$ cat config.mk
export PLATFORM = sky130hd
export DESIGN_NAME = jtag_tx_sched
export DESIGN_NICKNAME = d
export VERILOG_FILES = /design/src/rtl/jtag_tx_sched.sv
export SDC_FILE = /design/constraint.sdc
export NUM_CORES = 1
export LEC_CHECK = 0
export CORE_ASPECT_RATIO = 0.8
export CORE_MARGIN = 3
export CORE_UTILIZATION = 48
export CTS_BUF_LIST = sky130_fd_sc_hd__clkbuf_4
export CTS_CLUSTER_SIZE = 40
export DETAILED_ROUTE_END_ITERATION = 12
export PLACE_DENSITY_LB_ADDON = 0.15
export RECOVER_POWER = 25
export SETUP_SLACK_MARGIN = 0.02
export SYNTH_ARGS = -nofsm -noshare
export SYNTH_HDL_FRONTEND = slang
export SYNTH_SLANG_ARGS = --single-unit
$ cat constraint.sdc
create_clock -name clock -period 4.7 [get_ports clock]
set_input_delay 0.94 -clock clock [delete_from_list [all_inputs] [get_ports clock]]
set_output_delay 0.94 -clock clock [all_outputs]
set_load 0.01 [all_outputs]
$ cat src/rtl/jtag_tx_sched.sv
// jtag_tx_sched: round-robin scheduler and hex/CR/LF formatter for the
// JTAG UART transmit channel. Each granted request word is sent MS-digit
// first as uppercase ASCII hex, then CR LF, over a valid/ready byte handshake.
module jtag_tx_sched #(
  parameter int NREQ   = 3,
  parameter int WORD_W = 36
) (
  input  logic                   clock,
  input  logic                   reset,
  input  logic [NREQ-1:0]        req,
  input  logic [NREQ*WORD_W-1:0] req_word,
  input  logic [NREQ*4-1:0]      req_nibbles,
  output logic [NREQ-1:0]        ack,
  output logic [7:0]             tx_data,
  output logic                   tx_valid,
  input  logic                   tx_ready,
  output logic                   busy
);

  localparam int            GW        = (NREQ > 1) ? $clog2(NREQ) : 1;
  localparam int            MAX_NIB   = WORD_W / 4;
  localparam logic [GW-1:0] LAST_IDX  = GW'(NREQ - 1);
  localparam logic [3:0]    MAX_NIB_L = 4'(MAX_NIB);

  typedef enum logic [1:0] {
    IDLE,
    HEX,
    CR,
    LF
  } state_e;

  state_e            state_q, state_d;
  logic [WORD_W-1:0] shreg_q, shreg_d;
  logic [3:0]        cnt_q, cnt_d;
  logic [GW-1:0]     last_grant_q, last_grant_d;
  logic [NREQ-1:0]   ack_q, ack_d;

  logic [GW-1:0]     rr_ptr;
  logic [GW-1:0]     grant_idx;
  logic              grant_valid;
  logic [WORD_W-1:0] sel_word;
  logic [3:0]        sel_nib;
  logic [3:0]        load_nib;
  logic              xfer;

  // Nibble to uppercase ASCII hex; the 8-bit sum cannot overflow.
  function automatic logic [7:0] hex_ascii(input logic [3:0] d);
    if (d < 4'd10) begin
      return {4'h0, d} + 8'd48;
    end
    return {4'h0, d} + 8'd55;
  endfunction

  // Round-robin search: first set req bit starting one past the last grant.
  always_comb begin
    // NOTE: every variable written here gets a default first, so no path
    // leaves it unassigned and no latch is inferred.
    grant_valid = 1'b0;
    grant_idx   = '0;
    rr_ptr      = last_grant_q;
    for (int k = 0; k < NREQ; k++) begin
      rr_ptr = (rr_ptr == LAST_IDX) ? '0 : rr_ptr + 1'b1;
      if (!grant_valid && req[rr_ptr]) begin
        grant_valid = 1'b1;
        grant_idx   = rr_ptr;
      end
    end
  end

  // Pick the granted source's word and clamp its digit count.
  always_comb begin
    sel_word = req_word[int'(grant_idx)*WORD_W +: WORD_W];
    sel_nib  = req_nibbles[int'(grant_idx)*4 +: 4];
    load_nib = (sel_nib > MAX_NIB_L) ? MAX_NIB_L : sel_nib;
  end

  // Output decode: valid whenever a message is in flight, byte from state.
  always_comb begin
    tx_valid = (state_q != IDLE);
    busy     = tx_valid;
    ack      = ack_q;
    tx_data  = 8'h00;
    case (state_q)
      HEX:     tx_data = hex_ascii(shreg_q[WORD_W-1 -: 4]);
      CR:      tx_data = 8'h0D;
      LF:      tx_data = 8'h0A;
      default: tx_data = 8'h00;
    endcase
  end

  assign xfer = tx_valid && tx_ready;

  // Next-state logic: grant in IDLE, then advance one byte per transfer.
  always_comb begin
    state_d      = state_q;
    shreg_d      = shreg_q;
    cnt_d        = cnt_q;
    last_grant_d = last_grant_q;
    ack_d        = '0;
    case (state_q)
      IDLE: begin
        if (grant_valid) begin
          ack_d[grant_idx] = 1'b1;
          last_grant_d     = grant_idx;
          // Left-justify so the current digit is always the top nibble.
          shreg_d          = sel_word << (WORD_W - 4*int'(load_nib));
          cnt_d            = load_nib;
          state_d          = (load_nib != 4'd0) ? HEX : CR;
        end
      end
      HEX: begin
        if (xfer) begin
          shreg_d = shreg_q << 4;
          cnt_d   = cnt_q - 4'd1;
          if (cnt_q == 4'd1) begin
            state_d = CR;
          end
        end
      end
      CR: begin
        if (xfer) begin
          state_d = LF;
        end
      end
      LF: begin
        if (xfer) begin
          state_d = IDLE;
        end
      end
      default: state_d = IDLE;
    endcase
  end

  // State registers with synchronous active-high reset.
  always_ff @(posedge clock) begin
    // NOTE: non-blocking assignments so every flop samples pre-edge values;
    // blocking ones here would make results depend on statement order.
    if (reset) begin
      state_q      <= IDLE;
      shreg_q      <= '0;
      cnt_q        <= '0;
      last_grant_q <= LAST_IDX;
      ack_q        <= '0;
    end else begin
      state_q      <= state_d;
      shreg_q      <= shreg_d;
      cnt_q        <= cnt_d;
      last_grant_q <= last_grant_d;
      ack_q        <= ack_d;
    end
  end

endmodule

==> impl_metrics.py <==
metrics = {
    "grt": {
        "grt_pass1_vias": 4734,
        "track_usage_pct": 32.32,
        "antenna_found_initial": 0,
        "grt_max_degree": 48,
        "overflow": 0,
        "grt_first_pass_wirelength_mm": 24.53,
    },
    "clocking": {
        "postCtsSetupRepairBufs": 0,
        "clock_latency_ns": 0.38,
        "cts_buffer_depth": 2,
        "htreeDepth": 2,
        "clkTransAtPathRegs_ns": 0.15,
        "cts.sinks": 47,
        "numCtsBuffers": 5,
        "cts_hold_buf": 0,
        "cts_tree": "built",
        "cts_resized": 0,
        "ctsRootBufferMaster": "clkbuf_4",
    },
    "worst_hold_path": {
        "min_path_cells": 2,
        "min_path_type": "reg -> reg",
        "hold_path_end": "shreg_q[6]",
        "hold_start": "shreg_q[6]",
    },
    "drt": {
        "route.antenna.remaining_nets": 0,
        "vias_per_cell": 6.616,
        "routedWlPerCell_um": 20.12,
        "vias": 5233,
        "dr.pass1.iters": 8,
        "drt_iter0_drc": 831,
        "totalWireLength_mm": 15.92,
        "drc": 0,
    },
    "finish": {
        "drive_above_1_share_pct": 5.564,
        "finish.instance_area_um2": 5608,
        "syn_to_final_growth_pct": 37.74,
        "nNetsFinal": 816,
        "diodes": 0,
        "num-fill-cells": 691,
    },
    "power": {
        "cellLeakagePower_nw": 2.189,
        "power_mw": 2.710,
        "seq_power_share_pct": 21.8,
        "pwr-share-clk_pct": 7.6,
        "pwr-share-comb_pct": 70.6,
        "power.density_nw_per_um2": 483.2,
        "switching_share_pct": 51.72,
        "intPower_mw": 1.308,
        "switchingPower_mw": 1.402,
        "vdd_ir_drop_max_mv": 0.3159,
    },
    "yosys": {
        "ys_ff_latch": 47,
        "synth_area_um2": 4071,
        "synth_cells": 567,
        "synth_common_cells": "nand2_1 (66), nor2_1 (57), a21oi_1 (49), dfxtp_1 (47), clkbuf_1 (37)",
        "ys_seq_area_share_pct": 23.11,
        "yosys_warnings": 0,
        "yosys_most_used_dff": "dfxtp_1",
        "synth.area.top_cells": "dfxtp_1 (23%), a222oi_1 (7.4%), nand2_1 (6.1%)",
        "synth_top_cell_by_area": "dfxtp_1",
        "async_flop_share_pct": 0,
        "synth_edf_count": 0,
        "syn_nets": 701,
        "yosysUniqueCellTypes": 60,
        "synth_top_area_share_pct": 23.11,
        "avgSynthCellArea_um2": 7.181,
        "synth.most_common_cell": "nand2_1",
    },
    "sta": {
        "fmax_mhz": 230.6,
        "hold_viol": 0,
        "max_slew.worst_pin.slew_ns": 1.534,
        "slew_violations": 38,
        "skew_ns": 0.009329,
        "period_needed_ns": 4.337,
        "setup_violations": 0,
        "fin_crit_sh_pct": 92.27,
        "rsz0062_at_grt": "false",
        "maxSlewHeadroom_pct": -2.237,
        "setup_tns_ns": 0,
    },
    "critical_path": {
        "reg2regPathDepth": 11,
        "worstPathRequired_ns": 5.03,
        "cp-start-kind": "input pin",
        "path_cells": "dlygate4sd3_1 > nand2b_2 > a21o_1 > a222oi_1 > buf_4 > nand2_1 > ha_1 > xnor2_1 > or3_4 > or3_1 > a211oi_1 > a211o_1",
        "cp-end-kind": "register",
        "reg2reg_to": "shreg_q[33]",
        "path_buf_inv": 2,
        "r2r_start": "last_grant_q[1]",
        "r2r_slack_ns": 1.18,
        "worstSetupPathType": "in -> reg",
        "crit_fanout": 14,
        "crit_slowest_cell": "dlygate4sd3_1",
        "worstPathArrival_ns": 4.67,
        "cpLargestDelayFamily": "simple AND/OR/NAND/NOR gates",
        "worst_path_largest_cell_delay_ns": 0.73,
    },
    "die": {
        "floorplan.initialDensity_pct": 50.32,
        "core_area_um2": 8092,
        "die_y_um": 88.38,
        "num_rows": 29,
        "ios": 139,
        "dieWidth_um": 109.0,
        "die_area_um2": 9630,
    },
    "outcome": {
        "violations": "max-capacitance violations, max-slew violations",
        "status": "finished, violations left",
    },
    "placed_design": {
        "place_area_um2": 5562,
        "gp_congestion": 1.011,
        "portBuffers": 137,
        "hpwlAfterDp_mm": 11.98,
    },
    "run": {
        "max_cap_viol_count": 1,
    },
}
[cell usage in the layout, fill, tap and decap left out, types with 4 or more instances in the layout]
master and instances:
or3_1 8, nand2_1 66, and2_1 9, a221oi_1 13, nor2b_1 6, clkbuf_4 5
a21o_1 7, dfxtp_1 47, a31oi_1 5, nor2_1 57, and3_1 12, a222oi_1 30
inv_1 15, a22oi_1 14, buf_4 19, a21oi_1 48, a32oi_1 8, a211o_1 6
nand3_1 8, or2_1 5, a311oi_1 4, o22ai_1 17, dlygate4sd3_1 8, a211oi_1 15
clkdlybuf4s50_1 129, ha_1 8, o21ai_0 18, nor3_1 19, mux2i_1 17, o21bai_1 8
[kinds of logic (layout without fill, tap and decap cells)]
group                      count (synthesis)  count (layout)  share of synthesized area (%)
AOI/OAI and AO/OA                        218             218                          39.06
and+or+nand+nor                          203             203                          23.08
buffers and inverters                     67             183                          6.668
DFF                                       47              47                          23.11
muxes                                     18              18                          4.456
adders and majority gates                  8               8                          2.459
xor gates and xnor gates                   5               5                          1.076
other                                      1               1                        0.09211
[flip-flops by register name (all words and copies together) (netlist names)]
signal        cells
state_q           2
cnt_q             4
ack               3
shreg_q          36
last_grant_q      2
[per-layer routing]
metal  vias up  part of all wire, %  global-route usage, %
met5         -                    0                      0
met2       350                   48                  56.02
met1      2439                   39                  41.06
li1       2396                    -                      -
met3        48                   11                  7.002
met4         0                  2.6                  8.028
[worst max-delay path by stage]
stage            from           to  slack, ns  cells after the start
5_1_grt        req[2]  shreg_q[33]       0.16                     12
6_report       req[2]  shreg_q[33]       0.36                     12
3_5_place_dp   req[2]  shreg_q[33]       0.08                     12
4_1_cts        req[2]  shreg_q[33]       0.46                     12
3_3_place_gp   req[2]  shreg_q[33]       0.25                     12
2_1_floorplan  req[1]  shreg_q[32]       0.56                     15
[area by class of cell]
class                           instances  area, um^2  share of cell area, %
Timing Repair Buffer                  160        1545                  27.55
Clock inverter                          3       20.02                 0.3570
Clock buffer                            5       37.54                 0.6693
Tap cell                              108       135.1                  2.410
Multi-Input combinational cell        453        2873                  51.23
Inverter                               15       56.30                  1.004
Sequential cell                        47       940.9                  16.78
[power by group through the flow]
stage / sequential [mW] / clock [mW] / combinational (mW)
after detailed placement: 0.596 / 0 / 1.87
after global routing: 0.601 / 0.215 / 2.08
final: 0.590 / 0.205 / 1.91
after CTS: 0.587 / 0.200 / 1.88
after global placement: 0.590 / 0 / 1.85
after floorplan: 0.577 / 0 / 1.27
[worst register-to-register path, cell delays in order, from the launching register on]
cell	delay, ns
dfxtp_1	0.39
nand2b_2	0.26
a21o_1	0.23
a222oi_1	0.40
buf_4	0.23
nand2_1	0.08
ha_1	0.23
xnor2_1	0.19
or3_4	0.45
or3_1	0.58
a211oi_1	0.31
a211o_1	0.15
[per-stage QoR]
| stage | utilization, % | hold slack (ns) | std cells | setup slack (ns) |
|---|---|---|---|---|
| global route | 69.31 | 0.5307 | 791 | 0.1596 |
| CTS | 69.44 | 0.5034 | 791 | 0.4589 |
| floorplan | - | 0.4641 | 567 | 0.5550 |
| finish | 69.31 | 0.5028 | 791 | 0.3634 |
| detailed placement | 68.73 | 0.4808 | 783 | 0.07980 |
| global placement | 68.73 | 0.4784 | 783 | 0.2494 |
(Power assumes the default switching activity.)
